File: src/rtl/error_history_pkg.sv
// error_history_pkg: shared widths and types for the error history block.
// Optional difference path controlled by macro ERROR_HISTORY_DIFF_EN.
package error_history_pkg;

  localparam int SAMPLE_W_DEFAULT = 8;

  // Signed error sample at the default ADC width.
  typedef logic signed [SAMPLE_W_DEFAULT-1:0] sample_t;

  // Each tap stores one raw sample.
  function automatic int tap_w(input int adc_w);
    return adc_w;
  endfunction

  // Channel select width; a single channel still gets a 1-bit select.
  function automatic int ch_w(input int num_ch);
    return (num_ch > 1) ? $clog2(num_ch) : 1;
  endfunction

  // Fill counter must represent 0..DEPTH inclusive.
  function automatic int cnt_w(input int depth);
    return $clog2(depth + 1);
  endfunction

  // First difference needs one guard bit.
  function automatic int d1_w(input int adc_w);
    return adc_w + 1;
  endfunction

  // Second difference spans +/-4*max, so two guard bits.
  function automatic int d2_w(input int adc_w);
    return adc_w + 2;
  endfunction

endpackage

File: src/rtl/error_history_lane.sv
// error_history_lane: one channel's tap chain plus saturating fill counter.
// Exposes the post-edge (next) state so the top can register results
// in the same cycle the sample is accepted.
module error_history_lane
  import error_history_pkg::*;
#(
  parameter int ADC_WIDTH = 8,
  parameter int DEPTH     = 4
) (
  input  logic                                  clk,
  input  logic                                  rst,
  input  logic                                  i_shift,
  input  logic                                  i_clear,
  input  logic [tap_w(ADC_WIDTH)-1:0]           i_sample,
  output logic [DEPTH-1:0][tap_w(ADC_WIDTH)-1:0] o_taps_nxt,
  output logic                                  o_full_nxt
);

  localparam int TW    = tap_w(ADC_WIDTH);
  localparam int CNT_W = cnt_w(DEPTH);

  logic [DEPTH-1:0][TW-1:0] r_taps;
  logic [CNT_W-1:0]         r_cnt;
  logic [CNT_W-1:0]         w_cnt_nxt;

  // Next state: clear first, then a shift loads the sample on top of it.
  always_comb begin
    o_taps_nxt = r_taps;
    w_cnt_nxt  = r_cnt;
    if (i_clear) begin
      o_taps_nxt = '0;
      w_cnt_nxt  = '0;
    end
    if (i_shift) begin
      o_taps_nxt = {o_taps_nxt[DEPTH-2:0], i_sample};
      if (w_cnt_nxt != CNT_W'(DEPTH))
        w_cnt_nxt = w_cnt_nxt + CNT_W'(1);
    end
    o_full_nxt = (w_cnt_nxt == CNT_W'(DEPTH));
  end

  // History and fill counter state.
  always_ff @(posedge clk) begin
    if (rst) begin
      r_taps <= '0;
      r_cnt  <= '0;
    end else begin
      r_taps <= o_taps_nxt;
      r_cnt  <= w_cnt_nxt;
    end
  end

endmodule

File: src/rtl/error_history.sv
// error_history: per-channel error sample history with registered taps and
// optional first/second differences (enabled by ERROR_HISTORY_DIFF_EN; when
// undefined d1/d2 are tied to zero).
module error_history
  import error_history_pkg::*;
#(
  parameter  int ADC_WIDTH = 8,
  parameter  int DEPTH     = 4,
  parameter  int NUM_CH    = 2,
  localparam int CH_W      = ch_w(NUM_CH),
  localparam int D1_W      = d1_w(ADC_WIDTH),
  localparam int D2_W      = d2_w(ADC_WIDTH)
) (
  input  logic                 clk,
  input  logic                 rst,
  input  logic                 err_valid,
  input  logic [CH_W-1:0]      err_ch,
  input  logic [ADC_WIDTH-1:0] err_in,
  input  logic [NUM_CH-1:0]    ch_clear,
  output logic                 out_valid,
  output logic [CH_W-1:0]      out_ch,
  output logic [ADC_WIDTH-1:0] e_new,
  output logic [ADC_WIDTH-1:0] e_prev,
  output logic [ADC_WIDTH-1:0] e_prev2,
  output logic [ADC_WIDTH-1:0] e_old,
  output logic [D1_W-1:0]      d1,
  output logic [D2_W-1:0]      d2,
  output logic                 hist_full
);

  localparam int TW = tap_w(ADC_WIDTH);

  logic [NUM_CH-1:0]                   w_shift;
  logic [NUM_CH-1:0][DEPTH-1:0][TW-1:0] w_taps_nxt;
  logic [NUM_CH-1:0]                   w_full_nxt;
  logic [DEPTH-1:0][TW-1:0]            w_sel_taps;
  logic                                w_sel_full;
  logic                                w_accept;

  logic                 r_out_valid;
  logic [CH_W-1:0]      r_out_ch;
  logic [TW-1:0]        r_e_new, r_e_prev, r_e_prev2, r_e_old;
  logic                 r_full;

  // Decode the target lane and pick its post-shift view; out-of-range
  // channels match no lane and are silently dropped.
  always_comb begin
    w_shift    = '0;
    w_sel_taps = '0;
    w_sel_full = 1'b0;
    for (int c = 0; c < NUM_CH; c++) begin
      if (err_valid && (err_ch == CH_W'(c))) begin
        w_shift[c] = 1'b1;
        w_sel_taps = w_taps_nxt[c];
        w_sel_full = w_full_nxt[c];
      end
    end
  end

  assign w_accept = |w_shift;

  genvar g;
  for (g = 0; g < NUM_CH; g++) begin : g_lane
    error_history_lane #(
      .ADC_WIDTH (ADC_WIDTH),
      .DEPTH     (DEPTH)
    ) u_lane (
      .clk        (clk),
      .rst        (rst),
      .i_shift    (w_shift[g]),
      .i_clear    (ch_clear[g]),
      .i_sample   (err_in),
      .o_taps_nxt (w_taps_nxt[g]),
      .o_full_nxt (w_full_nxt[g])
    );
  end

  // Result register: strobe every accept, data held between strobes.
  always_ff @(posedge clk) begin
    if (rst) begin
      r_out_valid <= 1'b0;
      r_out_ch    <= '0;
      r_e_new     <= '0;
      r_e_prev    <= '0;
      r_e_prev2   <= '0;
      r_e_old     <= '0;
      r_full      <= 1'b0;
    end else begin
      r_out_valid <= w_accept;
      if (w_accept) begin
        r_out_ch  <= err_ch;
        r_e_new   <= w_sel_taps[0];
        r_e_prev  <= w_sel_taps[1];
        r_e_prev2 <= w_sel_taps[2];
        r_e_old   <= w_sel_taps[DEPTH-1];
        r_full    <= w_sel_full;
      end
    end
  end

  assign out_valid = r_out_valid;
  assign out_ch    = r_out_ch;
  assign e_new     = r_e_new;
  assign e_prev    = r_e_prev;
  assign e_prev2   = r_e_prev2;
  assign e_old     = r_e_old;
  assign hist_full = r_full;

`ifdef ERROR_HISTORY_DIFF_EN
  logic [D1_W-1:0] w_d1, r_d1;
  logic [D2_W-1:0] w_d2, r_d2;
  logic [TW-1:0]   w_n, w_p, w_pp;

  assign w_n  = w_sel_taps[0];
  assign w_p  = w_sel_taps[1];
  assign w_pp = w_sel_taps[2];

  // Sign-extend before arithmetic; the guard bits make overflow impossible.
  assign w_d1 = {w_n[TW-1], w_n} - {w_p[TW-1], w_p};
  assign w_d2 = {{2{w_n[TW-1]}}, w_n} - {w_p[TW-1], w_p, 1'b0}
              + {{2{w_pp[TW-1]}}, w_pp};

  // Differences registered alongside the taps.
  always_ff @(posedge clk) begin
    if (rst) begin
      r_d1 <= '0;
      r_d2 <= '0;
    end else if (w_accept) begin
      r_d1 <= w_d1;
      r_d2 <= w_d2;
    end
  end

  assign d1 = r_d1;
  assign d2 = r_d2;
`else
  assign d1 = '0;
  assign d2 = '0;
`endif

endmodule

File: config.mk
export PLATFORM = sky130hd
export DESIGN_NAME = error_history
export DESIGN_NICKNAME = d
export VERILOG_FILES = /design/src/rtl/error_history_pkg.sv /design/src/rtl/error_history_lane.sv /design/src/rtl/error_history.sv
export SDC_FILE = /design/constraint.sdc
export NUM_CORES = 1
export LEC_CHECK = 0
export ABC_AREA = 1
export BUFFER_PORTS_ARGS = -buffer_cell sky130_fd_sc_hd__buf_2
export CAP_MARGIN = 20
export CORE_UTILIZATION = 50
export DETAILED_ROUTE_END_ITERATION = 7
export PLACE_DENSITY_LB_ADDON = 0.3
export SYNTH_ARGS = -nofsm -noshare
export SYNTH_HDL_FRONTEND = slang
export SYNTH_SLANG_ARGS = --single-unit
File: constraint.sdc
create_clock -name clk -period 3.1 [get_ports clk]
set_input_delay 0.31 -clock clk [delete_from_list [all_inputs] [get_ports clk]]
set_output_delay 0.31 -clock clk [all_outputs]
set_load 0.01 [all_outputs]
==> flow_metrics.env <==
export IMPL_drive_above_1_share=0.149
export IMPL_area_delta_synth_final_pct=10.2
export IMPL_dpl_hpwl_um=5010
export IMPL_drt_iter0_drc=199
export IMPL_yosysWarnings=0
export IMPL_fmax_mhz=628
export IMPL_rr_worst_depth=7
export IMPL_fp_row_count=31
export IMPL_post_route_drc_count=0
export IMPL_grt_ovfl_total=0
export IMPL_cts_root_buf="clkbuf_8"
export IMPL_irDropWorstVdd_v=0.000310
export IMPL_setup_worst_path_start="err_valid"
export IMPL_final_nets=538
export IMPL_cts_buffers=9
export IMPL_stdcell_area_mm2=0.00418
export IMPL_relSlewSlack=0.406
export IMPL_syn_inst=495
export IMPL_powerDensity_mw_per_mm2=565
export IMPL_drt_pass1_iterations=4
export IMPL_grt_pass1_vias=3043
export IMPL_clk_insertion_delay_late_ns=0.35
export IMPL_io_pins=68
export IMPL_worstPathCellList="buf_2 -> nand2_2 -> clkinv_2 -> nand2_1 -> nand2_1 -> nand2_1 -> nor2_1 -> nor2_1 -> a21oi_1"
export IMPL_start_util=0.520
export IMPL_period_share=0.514
export IMPL_dp_cells=608
export IMPL_cts_hold_buf=0
export IMPL_cp_required_ns=3.38
export IMPL_fin_skew_ns=0.00817
export IMPL_rsz0062_at_grt="no"
export IMPL_ant_nets=0
export IMPL_critPathKind="input pin to register"
export IMPL_grt_use_total=0.230
export IMPL_cpMaxStageDelayCell="buf_2"
export IMPL_worst_r2r_setup_slack_ns=1.70
export IMPL_finalSetupViolations=0
export IMPL_place_area_mm2=0.00392
export IMPL_min_period_ns=1.59
export IMPL_die_x_um=89.1
export IMPL_run_status="complete, no violations"
export IMPL_antenna_found_initial=0
export IMPL_hold_path_class="input pin to register"
export IMPL_critical_path_max_stage_delay_ns=0.46
export IMPL_totalWireLength_um=8280
export IMPL_r2r_start="g_lane[0].u_lane.r_cnt[0]"
export IMPL_ff_latch_area_mm2=0.00178
export IMPL_multiInputGateArea_mm2=0.00152
export IMPL_worst_ep_arrival_time_ns=1.87
export IMPL_cts_num_sinks=89
export IMPL_cts_resized=0
export IMPL_drv_cap=0
export IMPL_grt_max_degree=63
export IMPL_die_h_um=89.1
export IMPL_gp_congestion=0.807
export IMPL_syn_area_mm2=0.00379
export IMPL_num_fill_cells=699
export IMPL_postCtsSetupBuffers=0
export IMPL_cts_buffer_depth=2
export IMPL_num_antenna_cells=0
export IMPL_grt_first_pass_wirelength_um=14000
export IMPL_dieArea_mm2=0.00793
export IMPL_cts_tree="done"
export IMPL_cp_start_kind="input pin"
export IMPL_core_mm2=0.00729
export IMPL_worstHoldPathCells=3
export IMPL_slew_viol_final=0
export IMPL_via_per_inst=5.20
export IMPL_layout_cells_non_filler=624
export IMPL_cts_htree_levels=3
export IMPL_worst_hold_slack_ns=0.214
export IMPL_finalHoldViolations=0
export IMPL_synth_avg_cell_area_um2=7.66
export IMPL_leakagePower_nw=1.93
export IMPL_end_kind="register"
export IMPL_io_buffers=48
export IMPL_ys_ff_latch=89
export IMPL_min_to="g_lane[0].u_lane.r_taps[3]"
export IMPL_wl_per_cell_um=13.3
export IMPL_via_count=3242
export IMPL_utilization=0.573
export IMPL_clk_pin_slew_worst_paths_ns=0.09
export IMPL_ys_seq_area_frac=0.470
export IMPL_r2r_end="hist_full"
export IMPL_tns_ns=0
export IMPL_min_delay_start="err_in[3]"
export IMPL_worst_pin_slew_ns=0.885
export IMPL_worst_path_most_repeated_cell="nand2_1"
export IMPL_path_max_fanout=36
export IMPL_synth_cell_types=25
==> state kept, by name, summed over array words and instances (netlist names) <==
signal	cells
e_old	8
e_prev2	8
e_new	8
hist_full	1
g_lane.u_lane.r_cnt	6
g_lane.u_lane.r_taps	48
out_valid	1
out_ch	1
e_prev	8
==> cell usage after synthesis, drive strengths merged <==
cell     count  area (um^2)
nand3       90          450
dfxtp       89         1780
nand2       68          260
inv         53          199
buf         48          312
a21oi       45          225
nor2        41          156
a211oi      16          125
o21ai       10         50.1
a31oi        9         56.3
clkbuf       9         33.8
o211ai       5         37.5
ha           4         50.1
o2bb2ai      4         35.0
clkinv       2         8.75
conb         1         3.75
or2          1         6.26
==> placed cells by master (no fill, tap or decap), drive strengths merged <==
master / n
conb: 19
clkbuf: 12
inv: 53
a21oi: 45
or2: 1
buf: 53
nand2: 68
dfxtp: 89
nor2: 41
clkinvlp: 1
o2bb2ai: 4
clkinv: 2
o21ai: 10
nand3: 90
o211ai: 5
a211oi: 16
bufinv: 3
ha: 4
a31oi: 9
==> per-stage QoR <==
stage                     worst slack [ns]  power (mW)
after CTS                             1.54        2.38
after global routing                  1.33        2.45
final                                 1.51        2.36
after detailed placement              1.17        1.39
after floorplan                       1.54        1.36
after global placement                1.23        1.38
==> worst max-delay path: cells and delay by family <==
kind | cells | cell delay, ns
buffers and inverters | 2 | 0.82
and+or+nand+nor | 6 | 0.59
AOI/OAI and AO/OA | 1 | 0.14
==> cell families (layout without fill, tap and decap cells) <==
logic type                 Yosys count  in the layout  share of synthesized area
adders and majority gates            4              4                     0.0132
AOI/OAI and AO/OA                   89             89                      0.140
buffers and inverters              112            124                      0.146
DFF                                 89             89                      0.470
other                                1             19                   0.000989
and+or+nand+nor                    200            200                      0.230
==> how the worst max path moves through the flow <==
| stage | endpoint | cells past startpoint |
|---|---|---|
| floorplan | hist_full | 14 |
| global placement | e_prev2[6] | 5 |
| detailed placement | e_prev2[6] | 5 |
| CTS | e_prev2[6] | 5 |
| global route | hist_full | 9 |
| finish | hist_full | 9 |
==> metal layers <==
layer	vias up	GRT usage	wire (um)
li1	1639	-	-
met1	1505	0.292	3720
met2	90	0.391	4120
met3	8	0.0508	349
met4	0	0.0750	89
met5	-	0	0
==> power by group <==
part	total, mW	internal [mW]	switching (mW)
sequential	1.18	1.17	0.0126
clock	1.00	0.602	0.399
combinational	0.178	0.0468	0.131
==> cell type report <==
| cell class | count | share of cell area |
|---|---|---|
| Clock buffer | 12 | 0.0395 |
| Sequential cell | 89 | 0.426 |
| Inverter | 55 | 0.0497 |
| Clock inverter | 4 | 0.0234 |
| Timing Repair Buffer | 53 | 0.0665 |
| Tap cell | 99 | 0.0296 |
| Multi-Input combinational cell | 312 | 0.365 |
Note: power is estimated with default switching activity, not from simulation.
